--- src/rtl/spi_slave_reg_ctrl_pkg.sv ---
// Shared definitions for the SPI-slave-to-register-bus bridge.
package spi_slave_reg_ctrl_pkg;

  typedef enum logic [2:0] {
    IDLE,
    CMD,
    WR_DATA,
    RD_DATA,
    BUS_WR,
    BUS_RD
  } state_t;

  localparam int unsigned RW_BIT    = 7;
  localparam logic [7:0]  IDLE_FILL = 8'hFF;

endpackage

--- src/rtl/spi_slave_reg_ctrl_tmo.sv ---
// Register-bus ack timeout counter: cleared on load, expires after LIMIT counted cycles.
module spi_slave_reg_ctrl_tmo #(
  parameter int unsigned LIMIT = 15
) (
  input  logic clk,
  input  logic rst,
  input  logic i_clr,
  input  logic i_load,
  input  logic i_count,
  output logic o_expire
);

  logic [7:0] r_cnt;

  always_ff @(posedge clk or posedge rst) begin
    if (rst) begin
      r_cnt <= '0;
    end else if (i_clr || i_load) begin
      r_cnt <= '0;
    end else if (i_count) begin
      r_cnt <= r_cnt + 8'd1;
    end
  end

  // Fires on the LIMIT-th cycle the strobe has been high.
  assign o_expire = i_count && (r_cnt == 8'(LIMIT - 1));

endmodule

--- src/rtl/spi_slave_reg_ctrl.sv ---
// Bridges SPI slave byte frames ({rw,addr} then data bytes) onto a simple register bus.
module spi_slave_reg_ctrl
  import spi_slave_reg_ctrl_pkg::*;
#(
  parameter int unsigned ADDR_W      = 7,
  parameter int unsigned ACK_TIMEOUT = 15
) (
  input  logic              clk,
  input  logic              rst,
  input  logic              en,
  input  logic              spi_rdy,
  output logic              spi_rdy_ack,
  input  logic [7:0]        spi_rx_data,
  input  logic              spi_first_byte,
  input  logic              spi_last_byte,
  output logic              spi_last_byte_ack,
  output logic [7:0]        spi_tx_data,
  output logic [ADDR_W-1:0] reg_addr,
  output logic [7:0]        reg_wdata,
  output logic              reg_wr,
  output logic              reg_rd,
  input  logic [7:0]        reg_rdata,
  input  logic              reg_ack,
  output logic              err
);

  state_t            r_state, w_state_nxt;
  logic [ADDR_W-1:0] r_addr, w_addr_nxt;
  logic [7:0]        r_wdata, w_wdata_nxt;
  logic [7:0]        r_tx, w_tx_nxt;
  logic              r_wr, w_wr_nxt;
  logic              r_rd, w_rd_nxt;
  logic              r_rdy_ack, w_rdy_ack_nxt;
  logic              r_last_ack, w_last_ack_nxt;
  logic              r_rw, w_rw_nxt;
  logic              r_err, w_err_nxt;
  logic              w_rdy, w_last, w_strobe, w_done, w_load, w_expire;

  // The slave drops its level one cycle after our ack, so mask that cycle.
  assign w_rdy    = spi_rdy && !r_rdy_ack;
  assign w_last   = spi_last_byte && !r_last_ack;
  assign w_strobe = r_wr || r_rd;
  assign w_done   = w_strobe && (reg_ack || w_expire);

  spi_slave_reg_ctrl_tmo #(
    .LIMIT(ACK_TIMEOUT)
  ) u_tmo (
    .clk     (clk),
    .rst     (rst),
    .i_clr   (!en),
    .i_load  (w_load),
    .i_count (w_strobe),
    .o_expire(w_expire)
  );

  always_ff @(posedge clk or posedge rst) begin
    if (rst)      r_state <= IDLE;
    else if (!en) r_state <= IDLE;
    else          r_state <= w_state_nxt;
  end

  always_comb begin
    w_state_nxt    = r_state;
    w_addr_nxt     = r_addr;
    w_wdata_nxt    = r_wdata;
    w_tx_nxt       = r_tx;
    w_wr_nxt       = r_wr;
    w_rd_nxt       = r_rd;
    w_rdy_ack_nxt  = 1'b0;
    w_last_ack_nxt = 1'b0;
    w_rw_nxt       = r_rw;
    w_err_nxt      = r_err;
    w_load         = 1'b0;
    case (r_state)
      IDLE: begin
        if (w_rdy) begin
          w_rdy_ack_nxt = 1'b1;
          if (spi_first_byte) begin
            w_addr_nxt  = spi_rx_data[ADDR_W-1:0];
            w_rw_nxt    = spi_rx_data[RW_BIT];
            w_state_nxt = spi_rx_data[RW_BIT] ? BUS_RD : WR_DATA;
          end
        end else if (w_last) begin
          w_last_ack_nxt = 1'b1;
        end
      end
      CMD: begin
        if (w_last) begin
          w_last_ack_nxt = 1'b1;
          w_state_nxt    = IDLE;
        end else begin
          w_state_nxt = r_rw ? BUS_RD : WR_DATA;
        end
      end
      WR_DATA, RD_DATA: begin
        if (w_rdy) begin
          w_rdy_ack_nxt = 1'b1;
          if (spi_first_byte) begin
            // Mid-frame command: restart decode through CMD.
            w_addr_nxt  = spi_rx_data[ADDR_W-1:0];
            w_rw_nxt    = spi_rx_data[RW_BIT];
            w_state_nxt = CMD;
          end else if (r_state == WR_DATA) begin
            w_wdata_nxt = spi_rx_data;
            w_state_nxt = BUS_WR;
          end else begin
            w_state_nxt = BUS_RD;
          end
        end else if (w_last) begin
          w_last_ack_nxt = 1'b1;
          w_state_nxt    = IDLE;
        end
      end
      BUS_WR, BUS_RD: begin
        if (!w_strobe) begin
          w_wr_nxt = (r_state == BUS_WR);
          w_rd_nxt = (r_state == BUS_RD);
          w_load   = 1'b1;
        end else if (w_done) begin
          w_wr_nxt   = 1'b0;
          w_rd_nxt   = 1'b0;
          w_addr_nxt = r_addr + ADDR_W'(1);
          if (!reg_ack) w_err_nxt = 1'b1;
          if (r_state == BUS_RD) w_tx_nxt = reg_ack ? reg_rdata : IDLE_FILL;
          if (w_last) begin
            w_last_ack_nxt = 1'b1;
            w_state_nxt    = IDLE;
          end else begin
            w_state_nxt = (r_state == BUS_WR) ? WR_DATA : RD_DATA;
          end
        end
      end
      default: w_state_nxt = IDLE;
    endcase
  end

  always_ff @(posedge clk or posedge rst) begin
    if (rst) begin
      r_addr     <= '0;
      r_wdata    <= '0;
      r_tx       <= IDLE_FILL;
      r_wr       <= 1'b0;
      r_rd       <= 1'b0;
      r_rdy_ack  <= 1'b0;
      r_last_ack <= 1'b0;
      r_rw       <= 1'b0;
      r_err      <= 1'b0;
    end else if (!en) begin
      r_addr     <= '0;
      r_wdata    <= '0;
      r_tx       <= IDLE_FILL;
      r_wr       <= 1'b0;
      r_rd       <= 1'b0;
      r_rdy_ack  <= 1'b0;
      r_last_ack <= 1'b0;
      r_rw       <= 1'b0;
    end else begin
      r_addr     <= w_addr_nxt;
      r_wdata    <= w_wdata_nxt;
      r_tx       <= w_tx_nxt;
      r_wr       <= w_wr_nxt;
      r_rd       <= w_rd_nxt;
      r_rdy_ack  <= w_rdy_ack_nxt;
      r_last_ack <= w_last_ack_nxt;
      r_rw       <= w_rw_nxt;
      r_err      <= w_err_nxt;
    end
  end

  assign spi_rdy_ack       = r_rdy_ack;
  assign spi_last_byte_ack = r_last_ack;
  assign spi_tx_data       = r_tx;
  assign reg_addr          = r_addr;
  assign reg_wdata         = r_wdata;
  assign reg_wr            = r_wr;
  assign reg_rd            = r_rd;
  assign err               = r_err;

endmodule

--- config.mk ---
export PLATFORM = sky130hd
export DESIGN_NAME = spi_slave_reg_ctrl
export DESIGN_NICKNAME = d
export VERILOG_FILES = /design/src/rtl/spi_slave_reg_ctrl_pkg.sv /design/src/rtl/spi_slave_reg_ctrl_tmo.sv /design/src/rtl/spi_slave_reg_ctrl.sv
export SDC_FILE = /design/constraint.sdc
export NUM_CORES = 1
export LEC_CHECK = 0
export BUFFER_PORTS_ARGS = -buffer_cell sky130_fd_sc_hd__buf_2
export CORE_MARGIN = 4
export CORE_UTILIZATION = 40
export DETAILED_ROUTE_END_ITERATION = 8
export GPL_TIMING_DRIVEN = 1
export SLEW_MARGIN = 20
export SYNTH_ARGS = -nofsm -noshare
export SYNTH_HDL_FRONTEND = slang
export SYNTH_HIERARCHICAL = 1
export SYNTH_SLANG_ARGS = --single-unit
--- constraint.sdc ---
create_clock -name clk -period 4.7 [get_ports clk]
set_input_delay 0.94 -clock clk [delete_from_list [all_inputs] [get_ports clk]]
set_output_delay 0.94 -clock clk [all_outputs]
set_load 0.01 [all_outputs]
# Yosys cells after proc, flatten, opt, wreduce, memory -nomap -nowiden
# Cells that the tools add are included.
[word_totals] register_bits=40 in_bits=23 out_inout_bits=28
[classes] n_addsub=2 n_eq_ne=25 n_mux=56 bitwise_logic=1 reduce_logical=22
[ops] cell="$mux 8" count=13
[ops] cell="$mux 7" count=5
[ops] cell="$mux 3" count=11
[ops] cell="$mux 1" count=23
[ops] cell="$ne 2x1->1 const B" count=8
[ops] cell="$reduce_and 5->1" count=3
[ops] cell="$pmux 7 s2" count=1
[ops] cell="$ne 3x2->1 const B" count=4
[ops] cell="$ne 3x3->1 const B" count=4
[ops] cell="$pmux 3 s4" count=1
[ops] cell="$add 8x1->8 const B" count=1
[ops] cell="$eq 8x4->1 const B" count=1
[ops] cell="$reduce_and 4->1" count=2
[ops] cell="$add 7x1->7 const B" count=1
[ops] cell="$eq 3x2->1 const B" count=2
[ops] cell="$eq 3x3->1 const B" count=2
[ops] cell="$logic_and 1x1->1" count=4
[ops] cell="$ne 2x2->1 const B" count=2
[ops] cell="$ne 4x4->1 const B" count=1
[ops] cell="$reduce_or 2->1" count=2
[ops] cell="$eq 3x1->1 const B" count=1
[ops] cell="$logic_not 1->1" count=3
[ops] cell="$logic_not 3->1" count=1
[ops] cell="$logic_or 1x1->1" count=3
[ops] cell="other kinds (7)" count=7

# Longest topological paths before layout
# Gate-level depths: netlist (run 1).
[depth] ltp_word=8 ltp_mapped=11 depth_no_buf=10

# Cells and area by module
# Netlist (run 1), hierarchy kept.
[modules_own_cells] mod="spi_slave_reg_ctrl" n_inst=1 cells_per_inst=186 area_per_inst_um2=1669.1 seq_area_each_um2=810.8
[modules_own_cells] mod="spi_slave_reg_ctrl_tmo" n_inst=1 cells_per_inst=44 area_per_inst_um2=421.7 seq_area_each_um2=200.2

# Least setup slack after synthesis (run 1)
# OpenSTA, ideal clock, no wires.
[synth_timing] path_kind="input port to flip-flop" start="in spi_rdy" end="reg r_addr[3], in the netlist reg_addr[3]" setup_time_ns=0.072 arrival_time_ns=2.068 required_ns=4.628 slack_ns=2.560 cell_stages=6 path_buffers=1 path_cell_list="nand2b_1 or4b_4 buf_6 and2_4 o21a_1 nor2_1"
[synth_via] elab_chain_cells=3
[synth_rtl] item="from (decl)" line_no="spi_slave_reg_ctrl.sv:11" text="input logic spi_rdy,"
[synth_rtl] item="$logic_and 1x1->1" line_no="spi_slave_reg_ctrl.sv:40" text="assign w_rdy = spi_rdy && !r_rdy_ack;"
[synth_rtl] item="$ne 3x2->1 (no source line)"
[synth_rtl] item="$reduce_and 5->1 (no source line)"
[synth_rtl] item="to (signal assigned)" line_no="spi_slave_reg_ctrl.sv:158" text="r_addr <= w_addr_nxt;"
[synth_rtl] item="to (decl)" line_no="spi_slave_reg_ctrl.sv:28" text="logic [ADDR_W-1:0] r_addr, w_addr_nxt;"
# No other way between the ends.
# A chain may end at the register's enable or synchronous reset.

# Worst setup path after layout (run 1)
[layout_timing] start="in en" end="reg r_state[1]"
[layout_via] elab_chain_cells=2 word_cells_on_any_way=7 cone_classes="eq/ne (5); mux (1); reduce/logical (1)"
[layout_rtl] item="from (decl)" line_no="spi_slave_reg_ctrl.sv:10" text="input logic en,"
[layout_rtl] item="$ne 4x4->1 (no source line), or another cell as far along"
[layout_rtl] item="$reduce_and 5->1 (no source line)"
[layout_rtl] item="to (signal assigned)" line_no="spi_slave_reg_ctrl.sv:59" text="else r_state <= w_state_nxt;"
[layout_rtl] item="to (decl)" line_no="spi_slave_reg_ctrl.sv:27" text="state_t r_state, w_state_nxt;"
# Parallel ways exist; a longest one is shown, timed or not.

==> results of run 1 <==
## power groups by stage
stage | clock network, mW | logic (mW) | registers [mW]
3_5_place_dp | 0 | 0.268 | 0.458
3_3_place_gp | 0 | 0.268 | 0.460
4_1_cts | 0.242 | 0.270 | 0.452
5_1_grt | 0.256 | 0.299 | 0.462
6_report | 0.232 | 0.268 | 0.454
2_1_floorplan | 0 | 0.222 | 0.441
## metrics by stage
stage | instance area, sq um | power [mW] | setup slack, ns
6_report | 2457 | 0.9534 | 2.366
5_1_grt | 2457 | 1.017 | 2.185
4_1_cts | 2457 | 0.9641 | 2.385
3_5_place_dp | 2367 | 0.7260 | 2.087
3_3_place_gp | 2367 | 0.7274 | 2.139
2_1_floorplan | 2091 | 0.6632 | 2.560
## registers in the layout, summed over array words and instances, names as in the netlist
register,count
spi_last_byte_ack,1
spi_tx_data,8
reg_rd,1
u_tmo/r_cnt,8
reg_addr,7
err,1
reg_wr,1
reg_wdata,8
r_state,3
spi_rdy_ack,1
r_rw,1
## cell usage in the layout, fill, tap and decap left out, types with 2 or more instances in the layout
cell,instances
sky130_fd_sc_hd__dfstp_2,8
sky130_fd_sc_hd__nor4b_1,2
sky130_fd_sc_hd__buf_2,50
sky130_fd_sc_hd__a21oi_1,26
sky130_fd_sc_hd__xor2_1,3
sky130_fd_sc_hd__clkbuf_1,2
sky130_fd_sc_hd__o21ai_0,8
sky130_fd_sc_hd__o211ai_1,4
sky130_fd_sc_hd__a211oi_1,2
sky130_fd_sc_hd__nor3_1,10
sky130_fd_sc_hd__nor2b_1,2
sky130_fd_sc_hd__nor2_1,21
sky130_fd_sc_hd__inv_1,15
sky130_fd_sc_hd__o22ai_1,2
sky130_fd_sc_hd__or3_1,3
sky130_fd_sc_hd__o31ai_1,4
sky130_fd_sc_hd__nand2_1,23
sky130_fd_sc_hd__and3_1,2
sky130_fd_sc_hd__ha_1,3
sky130_fd_sc_hd__dfrtp_1,32
sky130_fd_sc_hd__nand4_1,4
sky130_fd_sc_hd__nor4_1,2
sky130_fd_sc_hd__nand2b_1,4
sky130_fd_sc_hd__nand3_1,11
sky130_fd_sc_hd__or2_2,3
sky130_fd_sc_hd__mux2i_1,3
sky130_fd_sc_hd__clkbuf_8,6
## path summary, 6_finish.rpt
kind | slack (ns) | cells after the start | end
worst max-delay path | 2.37 | 6 | r_state[1]$_DFFE_PP0P_
worst min-delay path | 0.46 | 2 | spi_tx_data[4]$_DFFE_PP1P_
min in group asynchronous | 0.58 | 2 | reg_rd$_DFFE_PP0P_
worst min register to register | 0.46 | 2 | spi_tx_data[4]$_DFFE_PP1P_
worst max register to register | 2.43 | 8 | spi_tx_data[0]$_DFFE_PP1P_
max in group asynchronous | 3.44 | 3 | spi_tx_data[0]$_DFFE_PP1P_
## logic make-up after synthesis
group | after synthesis | synth area share [%]
compound gates | 55 | 15.98
xor+xnor | 4 | 1.676
fa+ha+maj | 3 | 1.796
buf+inv | 27 | 5.984
flops | 40 | 48.35
mux | 3 | 1.436
simple gates | 98 | 24.78
## critical path: cells and delay by family
kind / cells / cell delay (ns)
AOI/OAI and AO/OA: 3 / 0.66
buffers and inverters: 2 / 0.68
and+or+nand+nor: 1 / 0.25
## layout make-up
class                      count  area [sq um]
clock buffer                   8         90.09
multi-input combinational    163         954.7
sequential                    40          1011
fill                         518          2618
timing repair buffer          51         257.7
inverter                      15         56.30
tap                           70         87.58
## layer usage
layer / track usage (%) / vias to the layer above / wire length (um)
met5: 0 / - / 0
met4: 4.054 / 0 / 50
met3: 3.475 / 6 / 317
met2: 23.18 / 61 / 2108
met1: 20.93 / 836 / 2268
li1: - / 897 / -
==> run_summary.xml, run 1 <==
<?xml version="1.0" encoding="UTF-8"?>
<metrics>
  <group name="pwr">
    <metric name="power.ir.vdd_worst" unit="V">0.0001963</metric>
    <metric name="switching_share" unit="%">34.78</metric>
    <metric name="power.switching" unit="mW">0.3316</metric>
    <metric name="internal_power" unit="mW">0.6219</metric>
    <metric name="cellPowerDensity" unit="mW/mm^2">388.0</metric>
    <metric name="leakage" unit="nW">1.186</metric>
    <metric name="power_frac_comb" unit="%">28.1</metric>
    <metric name="relative_contribution_of_the_clock_network_to_total_power" unit="%">24.3</metric>
    <metric name="power.sequential.fraction" unit="%">47.6</metric>
  </group>
  <group name="die">
    <metric name="die_w" unit="um">80.30</metric>
    <metric name="rows" unit="">26</metric>
    <metric name="initial_core_util" unit="%">41.20</metric>
    <metric name="io-pin-count" unit="">51</metric>
    <metric name="die_h" unit="um">80.30</metric>
    <metric name="core-area" unit="sq mm">0.005075</metric>
    <metric name="dieArea" unit="sq mm">0.006447</metric>
  </group>
  <group name="routing">
    <metric name="final_antenna_net_count" unit="">0</metric>
    <metric name="route.detailed.wl_per_inst" unit="um">13.67</metric>
    <metric name="dr_total_vias" unit="">1800</metric>
    <metric name="drt_wl_total" unit="um">4744</metric>
    <metric name="drc_violation_count_after_routing" unit="">0</metric>
    <metric name="dr.first_iter.drc_count" unit="">77</metric>
    <metric name="1st_pass_router_iterations" unit="">4</metric>
    <metric name="drt-vias-per-instance" unit="">5.187</metric>
  </group>
  <group name="worst_setup_path">
    <metric name="critPathRequiredTime" unit="ns">4.89</metric>
    <metric name="critical_path.max_fanout" unit="">24</metric>
    <metric name="critical_path.endpoint_type" unit="">flop</metric>
    <metric name="crit_type" unit="">in -&gt; reg</metric>
    <metric name="critical-path-slowest-cell" unit="">sky130_fd_sc_hd__inv_1</metric>
    <metric name="setup.worst_path.start_class" unit="">input port</metric>
    <metric name="timing.rr.start" unit="">reg_rd$_DFFE_PP0P_</metric>
    <metric name="critical_path.max_stage_delay" unit="ns">0.55</metric>
    <metric name="crit_start" unit="">en</metric>
    <metric name="list_of_cells_traversed_by_the_critical_path" unit="">buf_2 -&gt; inv_1 -&gt; or3b_1 -&gt; o311ai_1 -&gt; a211o_1 -&gt; o32ai_1</metric>
    <metric name="arrival" unit="ns">2.52</metric>
  </group>
  <group name="grt">
    <metric name="via_count_of_the_first_global_routing_pass" unit="">1577</metric>
    <metric name="grt_start_max_net_pins" unit="">27</metric>
    <metric name="antenna_violations_before_repair" unit="">0</metric>
    <metric name="grt_pass1_wl" unit="um">7514</metric>
    <metric name="grt_remaining_overflow" unit="">0</metric>
    <metric name="globalRouteTotalUtil" unit="%">14.95</metric>
  </group>
  <group name="placed_design">
    <metric name="dp_cell_count" unit="">339</metric>
    <metric name="gp_congestion" unit="">0.8404</metric>
    <metric name="portBuffers" unit="">50</metric>
    <metric name="hpwlAfterDp" unit="um">3511</metric>
  </group>
  <group name="clocking">
    <metric name="cts.clk_slew.worst_paths" unit="ns">0.07</metric>
    <metric name="post_cts_buffers" unit="">0</metric>
    <metric name="cts_sinks" unit="">40</metric>
    <metric name="cts_buffers" unit="">5</metric>
    <metric name="cts_root_buffer" unit="">sky130_fd_sc_hd__clkbuf_8</metric>
    <metric name="clock_insertion_delay_worst_skew" unit="ns">0.29</metric>
    <metric name="h-tree-depth" unit="">2</metric>
    <metric name="hold_bufs_inserted_after_cts" unit="">0</metric>
    <metric name="cts_resized" unit="">0</metric>
    <metric name="clockBufferDepth" unit="">2</metric>
    <metric name="clock_tree_from_tritoncts" unit="">yes</metric>
  </group>
  <group name="layout">
    <metric name="drive_gt1_share" unit="%">27.44</metric>
    <metric name="final_cell_count_no_fill" unit="">347</metric>
    <metric name="area_growth_syn_to_layout" unit="%">17.53</metric>
    <metric name="nets" unit="">302</metric>
    <metric name="final_core_utilization" unit="%">48.42</metric>
    <metric name="number_of_inserted_diodes" unit="">0</metric>
  </group>
  <group name="logic_synthesis">
    <metric name="yosysTopAreaCellShare" unit="%">38.30</metric>
    <metric name="syn_area_per_cell" unit="sq um">9.090</metric>
    <metric name="synth.area.top_cells" unit="">sky130_fd_sc_hd__dfrtp_1 (38%), sky130_fd_sc_hd__dfstp_2 (10%), sky130_fd_sc_hd__a21oi_1 (6.2%)</metric>
    <metric name="synthDistinctLibCells" unit="">50</metric>
    <metric name="syn-instance-count" unit="">230</metric>
    <metric name="ys_warn_count" unit="">6</metric>
    <metric name="synth.net_count" unit="">256</metric>
    <metric name="yosysMostFrequentCell" unit="">sky130_fd_sc_hd__dfrtp_1</metric>
    <metric name="asyncSetResetFlopFracSynth" unit="%">100.0</metric>
    <metric name="ys_seq_area_share" unit="%">48.35</metric>
    <metric name="synth_top_area_cell" unit="">sky130_fd_sc_hd__dfrtp_1</metric>
    <metric name="synth_ff_type" unit="">sky130_fd_sc_hd__dfrtp_1</metric>
    <metric name="yosys-top-cells-count" unit="">sky130_fd_sc_hd__dfrtp_1 (32), sky130_fd_sc_hd__a21oi_1 (26), sky130_fd_sc_hd__nand2_1 (23), sky130_fd_sc_hd__nor2_1 (21), sky130_fd_sc_hd__inv_1 (15)</metric>
    <metric name="synthesis.area" unit="sq mm">0.002091</metric>
    <metric name="synth_edf_count" unit="">0</metric>
    <metric name="register_bit_count_reported_by_yosys" unit="">40</metric>
  </group>
  <group name="sta">
    <metric name="final-hold-violation-count" unit="">0</metric>
    <metric name="holdWs" unit="ns">0.4583</metric>
    <metric name="final.period_utilization" unit="%">49.67</metric>
    <metric name="clock.fmax" unit="MHz">428.4</metric>
    <metric name="period_needed" unit="ns">2.334</metric>
    <metric name="total_negative_slack" unit="ns">0</metric>
    <metric name="max-slew-margin-rel" unit="%">49.99</metric>
    <metric name="rsz_0062_raised_after_global_routing" unit="">false</metric>
    <metric name="timing_worst_slew_pin_value" unit="ns">0.7493</metric>
    <metric name="slew_viol_final" unit="">0</metric>
    <metric name="final-setup-viol-count" unit="">0</metric>
    <metric name="final.setup_skew" unit="ns">0.005232</metric>
  </group>
  <group name="worst_hold_path">
    <metric name="holdCritStartpoint" unit="">spi_tx_data[4]$_DFFE_PP1P_</metric>
    <metric name="min-delay-path-class" unit="">reg -&gt; reg</metric>
  </group>
  <group name="outcome">
    <metric name="run_status" unit="">complete, no violations</metric>
  </group>
  <group name="flow_run">
    <metric name="max-cap-violations" unit="">0</metric>
  </group>
</metrics>
No activity file was read; power rests on OpenSTA's default activity.
==> run 2: changes to the inputs <==
Clock period 4.7 ns to 2.45 ns, I/O delays scaled along.
==> run_summary.xml, run 2 (synthesis results as in run 1) <==
<?xml version="1.0" encoding="UTF-8"?>
<metrics>
  <group name="pwr">
    <metric name="power_frac_comb" unit="%">29.1</metric>
    <metric name="switching_share" unit="%">35.17</metric>
    <metric name="leakage" unit="nW">1.211</metric>
    <metric name="power.ir.vdd_worst" unit="V">0.0004342</metric>
    <metric name="power.switching" unit="mW">0.6529</metric>
    <metric name="relative_contribution_of_the_clock_network_to_total_power" unit="%">24.1</metric>
    <metric name="internal_power" unit="mW">1.204</metric>
    <metric name="power.sequential.fraction" unit="%">46.8</metric>
    <metric name="cellPowerDensity" unit="mW/mm^2">745.6</metric>
  </group>
  <group name="placed_design">
    <metric name="hpwlAfterDp" unit="um">3661</metric>
    <metric name="placement.setup.worst_slack" unit="ns">0.2269</metric>
    <metric name="gp_congestion" unit="">0.8304</metric>
    <metric name="portBuffers" unit="">50</metric>
  </group>
  <group name="die">
    <metric name="die_h" unit="um">80.30</metric>
    <metric name="dieArea" unit="sq mm">0.006447</metric>
    <metric name="rows" unit="">26</metric>
    <metric name="io-pin-count" unit="">51</metric>
    <metric name="initial_core_util" unit="%">41.20</metric>
    <metric name="die_w" unit="um">80.30</metric>
    <metric name="core-area" unit="sq mm">0.005075</metric>
  </group>
  <group name="grt">
    <metric name="grt_remaining_overflow" unit="">0</metric>
    <metric name="antenna_violations_before_repair" unit="">0</metric>
    <metric name="grt_start_max_net_pins" unit="">33</metric>
    <metric name="via_count_of_the_first_global_routing_pass" unit="">1743</metric>
    <metric name="globalRouteTotalUtil" unit="%">16.76</metric>
    <metric name="grt_pass1_wl" unit="um">8369</metric>
  </group>
  <group name="clocking">
    <metric name="clock_tree_from_tritoncts" unit="">yes</metric>
    <metric name="cts.clk_slew.worst_paths" unit="ns">0.07</metric>
    <metric name="cts_resized" unit="">0</metric>
    <metric name="clockBufferDepth" unit="">2</metric>
    <metric name="post_cts_buffers" unit="">0</metric>
    <metric name="hold_bufs_inserted_after_cts" unit="">0</metric>
    <metric name="h-tree-depth" unit="">2</metric>
    <metric name="clock_insertion_delay_worst_skew" unit="ns">0.29</metric>
    <metric name="cts_root_buffer" unit="">sky130_fd_sc_hd__clkbuf_8</metric>
    <metric name="cts_buffers" unit="">5</metric>
    <metric name="cts_sinks" unit="">40</metric>
  </group>
  <group name="routing">
    <metric name="1st_pass_router_iterations" unit="">4</metric>
    <metric name="routedLengthMet1" unit="um">2411</metric>
    <metric name="route.detailed.wl_per_inst" unit="um">14.17</metric>
    <metric name="drc_violation_count_after_routing" unit="">0</metric>
    <metric name="dr_total_vias" unit="">1832</metric>
    <metric name="dr.max_layer_used" unit="">met4</metric>
    <metric name="met3_wirelength" unit="um">263</metric>
    <metric name="final_antenna_net_count" unit="">0</metric>
    <metric name="drt_wl_total" unit="um">4975</metric>
    <metric name="dr_wl_met2" unit="um">2223</metric>
    <metric name="drt-vias-per-instance" unit="">5.219</metric>
    <metric name="dr.first_iter.drc_count" unit="">88</metric>
  </group>
  <group name="sta">
    <metric name="clock.fmax" unit="MHz">446.1</metric>
    <metric name="rsz_0062_raised_after_global_routing" unit="">false</metric>
    <metric name="holdWs" unit="ns">0.1459</metric>
    <metric name="final.setup_skew" unit="ns">0.005025</metric>
    <metric name="total_negative_slack" unit="ns">0</metric>
    <metric name="final-hold-violation-count" unit="">0</metric>
    <metric name="final-setup-viol-count" unit="">0</metric>
    <metric name="final_critical_path_setup_slack" unit="ns">0.2083</metric>
    <metric name="timing_worst_slew_pin_value" unit="ns">0.6408</metric>
    <metric name="max-slew-margin-rel" unit="%">57.28</metric>
    <metric name="final.period_utilization" unit="%">91.50</metric>
    <metric name="period_needed" unit="ns">2.242</metric>
    <metric name="slew_viol_final" unit="">0</metric>
  </group>
  <group name="worst_setup_path">
    <metric name="arrival" unit="ns">2.43</metric>
    <metric name="critPathTopFamily" unit="">compound AO/OA/AOI/OAI gates</metric>
    <metric name="list_of_cells_traversed_by_the_critical_path" unit="">inv_1 -&gt; ha_1 -&gt; nor4b_1 -&gt; nand4_1 -&gt; nor2_1 -&gt; o22ai_1 -&gt; or3b_1 -&gt; o311ai_1 -&gt; a211o_1 -&gt; o32ai_1</metric>
    <metric name="crit_type" unit="">reg -&gt; reg</metric>
    <metric name="critical_path_buf_inv_count" unit="">1</metric>
    <metric name="critical-path-slowest-cell" unit="">sky130_fd_sc_hd__dfrtp_1</metric>
    <metric name="critical_path.max_stage_delay" unit="ns">0.45</metric>
    <metric name="critical_path.endpoint_type" unit="">flop</metric>
    <metric name="critPathRequiredTime" unit="ns">2.64</metric>
    <metric name="setup.worst_path.start_class" unit="">flop</metric>
    <metric name="critical_path.max_fanout" unit="">6</metric>
  </group>
  <group name="layout">
    <metric name="most_common_library_cell_in_the_layout_ignoring_fill_and_taps" unit="">sky130_fd_sc_hd__buf_2</metric>
    <metric name="ff_latch_area" unit="sq mm">0.001011</metric>
    <metric name="nets" unit="">306</metric>
    <metric name="multiInputGateArea" unit="sq um">954.7</metric>
    <metric name="area_growth_syn_to_layout" unit="%">19.09</metric>
    <metric name="layout.filler_cells" unit="">547</metric>
    <metric name="final_core_utilization" unit="%">49.06</metric>
    <metric name="drive_gt1_share" unit="%">29.18</metric>
    <metric name="number_of_inserted_diodes" unit="">0</metric>
    <metric name="leading_cell_types_in_the_layout_fill_and_taps_excluded" unit="">sky130_fd_sc_hd__buf_2 (50), sky130_fd_sc_hd__dfrtp_1 (32), sky130_fd_sc_hd__a21oi_1 (26)</metric>
  </group>
  <group name="worst_hold_path">
    <metric name="min-delay-path-class" unit="">in -&gt; async</metric>
  </group>
  <group name="outcome">
    <metric name="run_status" unit="">complete, no violations</metric>
  </group>
  <group name="flow_run">
    <metric name="max-cap-violations" unit="">0</metric>
  </group>
</metrics>
## run 2: cell types whose count changed in the layout (fill, tap and decap cells not counted), sizes merged
cell and change:
buf +4, clkbuf -2, clkinv +2
## run 2: cell type report
type	instances	area share (%)
Multi-Input combinational cell	163	38.34
Inverter	15	2.261
Clock buffer	6	3.317
Clock inverter	2	0.4020
Tap cell	70	3.518
Timing Repair Buffer	55	11.56
Sequential cell	40	40.60
## run 2: power by group through the flow
stage | Sequential (mW) | Clock, mW | Combinational, mW
4_1_cts | 0.867 | 0.471 | 0.543
3_3_place_gp | 0.876 | 0 | 0.538
5_1_grt | 0.890 | 0.495 | 0.608
6_report | 0.869 | 0.447 | 0.540
3_5_place_dp | 0.879 | 0 | 0.540
2_1_floorplan | 0.847 | 0 | 0.425
## run 2: path summary, 6_finish.rpt
| path | startpoint | end | slack, ns | depth (start not counted) |
|---|---|---|---|---|
| max | u_tmo/r_cnt[0]$_DFFE_PP0P_ | r_state[1]$_DFFE_PP0P_ | 0.21 | 10 |
| min | rst | u_tmo/r_cnt[0]$_DFFE_PP0P_ | 0.15 | 2 |
| max reg2reg | u_tmo/r_cnt[0]$_DFFE_PP0P_ | r_state[1]$_DFFE_PP0P_ | 0.21 | 10 |
| min reg2reg | spi_tx_data[6]$_DFFE_PP1P_ | spi_tx_data[6]$_DFFE_PP1P_ | 0.46 | 2 |
| max in group asynchronous | rst | spi_tx_data[2]$_DFFE_PP1P_ | 1.83 | 3 |
| min in group clk | reg_ack | err$_DFFE_PP0P_ | 0.43 | 2 |
## run 2: stage by stage
stage,cell area [sq um],cells,total power [mW]
after floorplan,2091,230,1.272
after global placement,2397,343,1.415
after detailed placement,2397,343,1.419
after CTS,2490,351,1.882
after global routing,2490,351,1.993
final,2490,351,1.857
## run 2: layer usage
metal  up-vias  global-route usage [%]
li1        909                       -
met2        44                   25.25
met4         0                   6.588
met1       873                   23.29
met3         6                   3.700
met5         -                       0
